## src/rtl/rf_pkg.sv

```systemverilog
// Shared defaults and port-slice helpers for the multi-port register file.
package rf_pkg;

  localparam int DEF_WIDTH    = 32;
  localparam int DEF_DEPTH    = 32;
  localparam int DEF_ABITS    = 5;
  localparam int DEF_NRD      = 2;
  localparam int DEF_NWR      = 2;
  localparam int DEF_BYPASS   = 1;
  localparam int DEF_ZERO_REG = 1;

  // Lowest bit of port idx inside a flattened bus of w-bit fields.
  function automatic int slice_lo(input int idx, input int w);
    return idx * w;
  endfunction

  // True when an address maps onto an implemented register.
  function automatic logic addr_in_range(input int addr, input int depth);
    return addr < depth;
  endfunction

endpackage

```

## src/rtl/rf_scoreboard.sv

```systemverilog
// Busy-bit scoreboard: reserve sets a bit, any enabled write clears it,
// and a reserve beats a write to the same register in the same cycle.
module rf_scoreboard
  import rf_pkg::*;
#(
  parameter int DEPTH    = DEF_DEPTH,
  parameter int ABITS    = DEF_ABITS,
  parameter int NRD      = DEF_NRD,
  parameter int NWR      = DEF_NWR,
  parameter int ZERO_REG = DEF_ZERO_REG
) (
  input  logic                 clk,
  input  logic                 rst_n,
  input  logic                 rsv_en,
  input  logic [ABITS-1:0]     rsv_addr,
  input  logic [NWR*ABITS-1:0] wa,
  input  logic [NWR-1:0]       we,
  input  logic [NRD*ABITS-1:0] ra,
  output logic [NRD-1:0]       rd_busy
);

  logic [DEPTH-1:0] busy;
  logic             rsv_ok;

  // A reserve is only honoured for implemented, non-hardwired registers.
  always_comb begin
    rsv_ok = rsv_en && addr_in_range(int'(rsv_addr), DEPTH) &&
             !(ZERO_REG != 0 && rsv_addr == '0);
  end

  // Clears from writes are applied first so a same-cycle reserve overrides them.
  always_ff @(posedge clk) begin
    if (!rst_n) begin
      busy <= '0;
    end else begin
      for (int i = 0; i < NWR; i++) begin
        if (we[i] && addr_in_range(int'(wa[slice_lo(i, ABITS) +: ABITS]), DEPTH))
          busy[wa[slice_lo(i, ABITS) +: ABITS]] <= 1'b0;
      end
      if (rsv_ok)
        busy[rsv_addr] <= 1'b1;
    end
  end

  // Busy lookup reflects only the registered vector, never this cycle's reserve.
  always_comb begin
    rd_busy = '0;
    for (int r = 0; r < NRD; r++) begin
      if (addr_in_range(int'(ra[slice_lo(r, ABITS) +: ABITS]), DEPTH))
        rd_busy[r] = busy[ra[slice_lo(r, ABITS) +: ABITS]];
    end
  end

endmodule

```

## src/rtl/mp_register_file.sv

```systemverilog
// Multi-port register file with optional write-to-read bypass, hardwired
// zero register, write-conflict flag and a busy-bit scoreboard.
module mp_register_file
  import rf_pkg::*;
#(
  parameter int WIDTH    = DEF_WIDTH,
  parameter int DEPTH    = DEF_DEPTH,
  parameter int ABITS    = DEF_ABITS,
  parameter int NRD      = DEF_NRD,
  parameter int NWR      = DEF_NWR,
  parameter int BYPASS   = DEF_BYPASS,
  parameter int ZERO_REG = DEF_ZERO_REG
) (
  input  logic                 clk,
  input  logic                 rst_n,
  input  logic [NRD*ABITS-1:0] ra,
  output logic [NRD*WIDTH-1:0] rd,
  output logic [NRD-1:0]       rd_busy,
  input  logic [NWR*ABITS-1:0] wa,
  input  logic [NWR*WIDTH-1:0] wd,
  input  logic [NWR-1:0]       we,
  input  logic                 rsv_en,
  input  logic [ABITS-1:0]     rsv_addr,
  output logic                 wr_conflict
);

  logic [DEPTH-1:0][WIDTH-1:0] regs;
  logic [NWR-1:0]              wr_ok;
  logic                        conflict_now;

  // A write only lands on an implemented register that is not hardwired zero.
  always_comb begin
    wr_ok = '0;
    for (int i = 0; i < NWR; i++) begin
      wr_ok[i] = we[i] &&
                 addr_in_range(int'(wa[slice_lo(i, ABITS) +: ABITS]), DEPTH) &&
                 !(ZERO_REG != 0 && wa[slice_lo(i, ABITS) +: ABITS] == '0);
    end
  end

  // Any two enabled write ports aiming at the same address form a conflict.
  always_comb begin
    conflict_now = 1'b0;
    for (int i = 0; i < NWR; i++) begin
      for (int j = i + 1; j < NWR; j++) begin
        if (we[i] && we[j] &&
            wa[slice_lo(i, ABITS) +: ABITS] == wa[slice_lo(j, ABITS) +: ABITS])
          conflict_now = 1'b1;
      end
    end
  end

  // Ports are applied in ascending order so the highest index wins a collision.
  always_ff @(posedge clk) begin
    if (!rst_n) begin
      regs        <= '0;
      wr_conflict <= 1'b0;
    end else begin
      for (int i = 0; i < NWR; i++) begin
        if (wr_ok[i])
          regs[wa[slice_lo(i, ABITS) +: ABITS]] <= wd[slice_lo(i, WIDTH) +: WIDTH];
      end
      wr_conflict <= conflict_now;
    end
  end

  // Zero-latency reads; bypass scans ascending so the highest write port wins.
  always_comb begin
    logic [ABITS-1:0] addr;
    logic [WIDTH-1:0] val;
    rd   = '0;
    addr = '0;
    val  = '0;
    for (int r = 0; r < NRD; r++) begin
      addr = ra[slice_lo(r, ABITS) +: ABITS];
      val  = '0;
      if (addr_in_range(int'(addr), DEPTH) && !(ZERO_REG != 0 && addr == '0))
        val = regs[addr];
      if (BYPASS != 0) begin
        for (int j = 0; j < NWR; j++) begin
          if (wr_ok[j] && wa[slice_lo(j, ABITS) +: ABITS] == addr)
            val = wd[slice_lo(j, WIDTH) +: WIDTH];
        end
      end
      rd[slice_lo(r, WIDTH) +: WIDTH] = val;
    end
  end

  rf_scoreboard #(
    .DEPTH   (DEPTH),
    .ABITS   (ABITS),
    .NRD     (NRD),
    .NWR     (NWR),
    .ZERO_REG(ZERO_REG)
  ) u_scoreboard (
    .clk     (clk),
    .rst_n   (rst_n),
    .rsv_en  (rsv_en),
    .rsv_addr(rsv_addr),
    .wa      (wa),
    .we      (we),
    .ra      (ra),
    .rd_busy (rd_busy)
  );

endmodule

```

## config.mk

```make
export PLATFORM = sky130hd
export DESIGN_NAME = mp_register_file
export DESIGN_NICKNAME = d
export VERILOG_FILES = /design/src/rtl/rf_pkg.sv /design/src/rtl/rf_scoreboard.sv /design/src/rtl/mp_register_file.sv
export SDC_FILE = /design/constraint.sdc
export NUM_CORES = 2
export LEC_CHECK = 0
export CORE_MARGIN = 4
export CORE_UTILIZATION = 50
export CTS_CLUSTER_SIZE = 24
export DETAILED_ROUTE_END_ITERATION = 8
export MAX_ROUTING_LAYER = met4
export PLACE_DENSITY_LB_ADDON = 0.25
export RECOVER_POWER = 100
export REMOVE_ABC_BUFFERS = 1
export SLEW_MARGIN = 40
export SYNTH_ARGS = -nofsm -noshare
export SYNTH_HDL_FRONTEND = slang
export SYNTH_HIERARCHICAL = 1
export SYNTH_SLANG_ARGS = --single-unit
```

## constraint.sdc

```tcl
create_clock -name clk -period 3.7 [get_ports clk]
set_input_delay 0.74 -clock clk [delete_from_list [all_inputs] [get_ports clk]]
set_output_delay 0.74 -clock clk [all_outputs]
set_load 0.03 [all_outputs]
```

---- Word-level counts from Yosys, hierarchy flattened ----
Index checks and enable logic that the tools add are counted.
Widths: inputs -> output; s select.
word-level totals
  bits in registers ....................... 1,057
  input port bits ......................... 94
  output and inout port bits .............. 67
  word-level logic and storage cells ...... 107
operators by class
  magnitude comparators ................... 8
  eq/ne operators ......................... 5
  multiplexer cells ....................... 35
  bitwise logic cells ..................... 5
  reduce and logical (&&, ||, !) cells .... 20
operators by type and width
  kind                number
  $mux 1024           3
  $bwmux 1024         2
  $mux 32             15
  $bmux 32 s5         2
  $demux 32 s5        2
  $and 32x32->32      2
  $not 32->32         2
  $or 32x32->32       1
  $lt 5x6->1 const B  5
  $eq 5x5->1          5
  $logic_not 5->1     5
  $demux 1 s5         3
  $ge 5x1->1 const B  3
  $logic_and 1x1->1   12
  $bmux 1 s5          2
  $mux 1              6
  $logic_not 1->1     3

---- Depth between registers and ports, before layout ----
  depth after elaboration ................. 13
  gate-level depth with buffers ........... 11
  depth with buffers taken out ............ 5

---- Modules after synthesis ----
Netlist, hierarchy kept.
modules (own cells, without submodules)
  module            times used  cells an instance  area an instance (µm²)  seq. area each (µm²)
  mp_register_file  1           6,997              63,175.6                20,519.7
  rf_scoreboard     1           264                2,279.7                 640.6

---- Worst setup path before layout ----
No wires, ideal clock.
  path kind ............................... input -> output
  from .................................... in ra[0]
  to ...................................... out rd[13]
  data arrival time ....................... 2,862 ps
  data required time ...................... 2,960 ps
  setup slack ............................. 98 ps
  stages .................................. 7
  path buffers ............................ 3
  path through ............................ buf_2 -> buf_1 -> buf_2 -> mux4_2 -> mux2_2 -> o2111ai_1 -> o2111ai_1
between the ends
  longest elaborated chain between the ends .. 5
RTL lines
  element                        line                    source
  start, declared                mp_register_file.sv:16  input logic [NRD*ABITS-1:0] ra,
  $bmux 32 s5                    mp_register_file.sv:78  val = regs[addr];
  $mux 32 (not written as such)  mp_register_file.sv:78
  $mux 32                        mp_register_file.sv:77  if (addr_in_range(int'(addr), DEPTH) && !(ZERO_REG != 0 && addr == '0))
  $mux 32                        mp_register_file.sv:81  if (wr_ok[j] && wa[slice_lo(j, ABITS) +: ABITS] == addr)
  $mux 32 *                      mp_register_file.sv:81
  end, declared                  mp_register_file.sv:17  output logic [NRD*WIDTH-1:0] rd,
Every way passes the cells marked *; elsewhere a longest branch is shown, timed or not. The select of a mux whose other input is x is not followed.

---- Worst setup path in the final report ----
  from .................................... in we[0]
  to ...................................... reg regs[183] (netlist bit)
between the ends
  longest elaborated chain between the ends .. 5
RTL lines
  element                        line                    source
  start, declared                mp_register_file.sv:21  input logic [NWR-1:0] we,
  $logic_and 1x1->1 *            mp_register_file.sv:36  addr_in_range(int'(wa[slice_lo(i, ABITS) +: ABITS]), DEPTH) &&
  $mux 1024 *                    mp_register_file.sv:60  if (wr_ok[i])
  $mux 1024 *                    mp_register_file.sv:55  if (!rst_n) begin
  $bwmux 1024                    mp_register_file.sv:61  regs[wa[slice_lo(i, ABITS) +: ABITS]] <= wd[slice_lo(i, WIDTH) +: WIDTH];
  $mux 1024 *                    mp_register_file.sv:60
  end signal, assigned by index  mp_register_file.sv:61
  end, declared                  mp_register_file.sv:27  logic [DEPTH-1:0][WIDTH-1:0] regs;
Marks and branches as above.
A chain may end at the register's enable or synchronous reset.

==> flow_summary.toml <==
[status]
outcome = "complete, but fails checks"
violations = "DRC, capacitance limit, slew limit, setup timing"

[sta]
timing.slew.headroom_pct = -54.7
finalCriticalPeriod_ns = 4.02
rsz0062_at_grt = "true"
holdWs_ns = 0.461
hold_viol = 0
max_freq_mhz = 248
fin_tns_setup_ns = -21.25
tightest_slew_ns = 2.32
worst_clock_skew_ns = 0
slew_violations = 266
finalCritPeriodShare_pct = 109
setup_viol = 227
setup_ws_ns = -0.325

[logic_synthesis]
synth_edf_count = 0
yosys-top-cells-count = "1118 x nor2_1, 1057 x dfxtp_1, 795 x clkbuf_1"
synthesis.area_sq_um = 65500
syn_area_per_cell_sq_um = 9.01
ys_ff_latch = 1057
yosysWarnings = 6
async_flop_share_pct = 0
ys_top_cells_by_area = "dfxtp_1 32%, mux4_2 18%, a311oi_1 7.6%, mux2i_1 6.7%, nor2_1 6.4%"
syn_inst = 7261
synth_flop_cell = "dfxtp_1"
yosysSeqAreaShare_pct = 32.3
synth_cell_type_count = 60
synth.most_common_cell = "nor2_1"
yosysTopAreaCellShare_pct = 32.3
synth_largest_area_cell = "dfxtp_1"

[finish]
nets = 7279
fin_util_pct = 60.4
drive_above_1_share_pct = 23.2
finalInstanceArea_sq_um = 78400
area_growth_pct = 19.8

[hold_path]
hp-class = "register to register"
hp-start = "u_scoreboard/busy[0]$_SDFF_PN0_"

[worst_setup_path]
rr_startpoint = "regs[927]$_SDFF_PN0_"
worst-endpoint-arrival_ns = 4.66
crit_chain = "dlygate4sd3_1, buf_4, nor4bb_1, clkbuf_1, nand2_1, clkbuf_4, nand2_1, a311oi_1"
path_class = "input port to register"
crit_top_cell = "nand2_1"
startpoint_type = "input port"
slowest_delay_ns = 0.90
required_ns = 4.34
worst-path-buf-inv = 4
cpMaxStageDelayCell = "clkbuf_1"
worst_setup_path_end_kind = "register"
critical_path.top_delay_family = "buffers and inverters"
cp_max_fo = 15
crit_path_start = "we[0]"

[placed_design]
gp_congestion = 0.987
dp_hpwl_um = 180000
placed_area_sq_um = 72200
port_buffers = 160
dpl_worst_slack_ns = -0.432

[drt]
wl_per_cell_um = 33.5
post-route-drc-count = 11
num_vias = 68430
drtAntennaViolNets = 0
drtPass1Iterations = 9
viasPerCell = 7.57
wirelength_um = 303000
drt_iter0_markers = 12172

[clock_tree]
cts_sinks = 1057
cts_tree = "built"
cts_max_path_buffers = 3
numCtsBuffers = 119
clk_pin_slew_ns = 0.06
cts_root_buf = "clkbuf_16"
htree_num_levels = 3
cts_hold_buf = 0
clkLatencyLatePin_ns = 0.75

[global_route]
grt_pass1_vias = 64712
antenna_found_initial = 9
grt-ovfl-total = 0
grt_max_degree = 110
track_usage_pct = 43.7
grt_first_pass_wirelength_um = 436000

[job]
maxCapViolations = 8

[floorplan]
die_h_um = 370
dieArea_sq_um = 137000
start_util_pct = 50.4
num_rows = 132
die_w_um = 370
core-area_sq_um = 130000
ios = 161

[power_and_ir_drop]
peakVddDrop_uv = 435
p_per_area_nw_per_um2 = 373
p_leak_nw = 26.9
[cells in the final DEF, fill, tap and decap left out, types with 20 or more instances in the layout]
master	n
nor2_1	1093
dfxtp_1	1057
nand2_1	715
a311oi_1	568
mux4_2	526
nand3_1	517
mux2i_1	435
a211oi_1	420
buf_4	373
buf_12	195
a21oi_1	163
clkbuf_16	126
a22oi_1	94
mux2_2	77
clkdlybuf4s50_1	70
o21ai_0	64
and2_1	55
o2111ai_1	47
clkbuf_2	42
nor2b_1	38
clkbuf_1	36
buf_6	35
a221o_1	30
clkbuf_8	26
inv_1	24
clkinv_2	22
nand2_4	21
buf_16	20
clkbuf_4	20
[power by group]
part	internal, mW	switching, mW	total, mW
Clock	7.59	5.33	12.9
Combinational	1.77	2.74	4.51
Sequential	11.6	0.176	11.8
Total	21.0	8.24	29.2
[per-layer routing]
layer / part of all wire (%) / GRT usage [%] / wire length (um) / vias to the layer above
li1: - / - / - / 27183
met5: 0 / - / 0 / -
met4: 8.7 / 30.2 / 26400 / 0
met1: 34 / 53.8 / 104000 / 32968
met3: 17 / 17.9 / 52800 / 1733
met2: 39 / 57.7 / 120000 / 6546
[area by class of cell]
type	instances	area [sq um]
fill	10692	51400
multi-input combinational	5178	41500
sequential	1057	21200
timing repair buffer	803	9270
clock buffer	165	3410
tap	1742	2180
clock inverter	50	762
inverter	26	105
antenna	13	32.5
[timing repair]
item                       in CTS  in global routing
gates cloned                   10                  7
buffers inserted               37                 54
setup endpoints to repair      64                 63
pin swaps                      23                 32
resized for setup             198                 95
[worst reg2reg max path, delay by kind of cell (launching register included)]
kind | cells | cell delay, ns
DFF | 1 | 0.37
AOI/OAI and AO/OA | 2 | 0.53
[logic make-up (layout without fill, tap and decap cells)]
| family | Yosys count | count (layout) | share of synthesized area (%) |
|---|---|---|---|
| buf+inv | 1026 | 1044 | 6.44 |
| flops | 1057 | 1057 | 32.3 |
| mux | 1042 | 1042 | 26.1 |
| other cells | 0 | 13 | 0 |
| xor+xnor | 25 | 25 | 0.335 |
| simple gates | 2621 | 2621 | 17.1 |
| compound gates | 1490 | 1490 | 17.7 |
[path summary, 6_finish.rpt]
kind / slack [ns] / cells past startpoint / end
worst max register to register: 2.70 / 2 / regs[927]$_SDFF_PN0_
worst min register to register: 0.46 / 2 / u_scoreboard/busy[0]$_SDFF_PN0_
worst max-delay path: -0.32 / 8 / regs[183]$_SDFF_PN0_
worst min-delay path: 0.46 / 2 / u_scoreboard/busy[0]$_SDFF_PN0_
[state kept, by name, summed over array words and instances, names as in the netlist]
| register | cells |
|---|---|
| regs | 1024 |
| u_scoreboard/busy | 32 |
| wr_conflict | 1 |
[through the flow]
stage,power (mW),cells
after floorplan,13.5,6261
after global placement,16.0,8700
after CTS,28.8,8964
after global routing,29.7,9032
final,29.2,9034
after detailed placement,16.0,8702
Power figures use the tool's default switching activity.
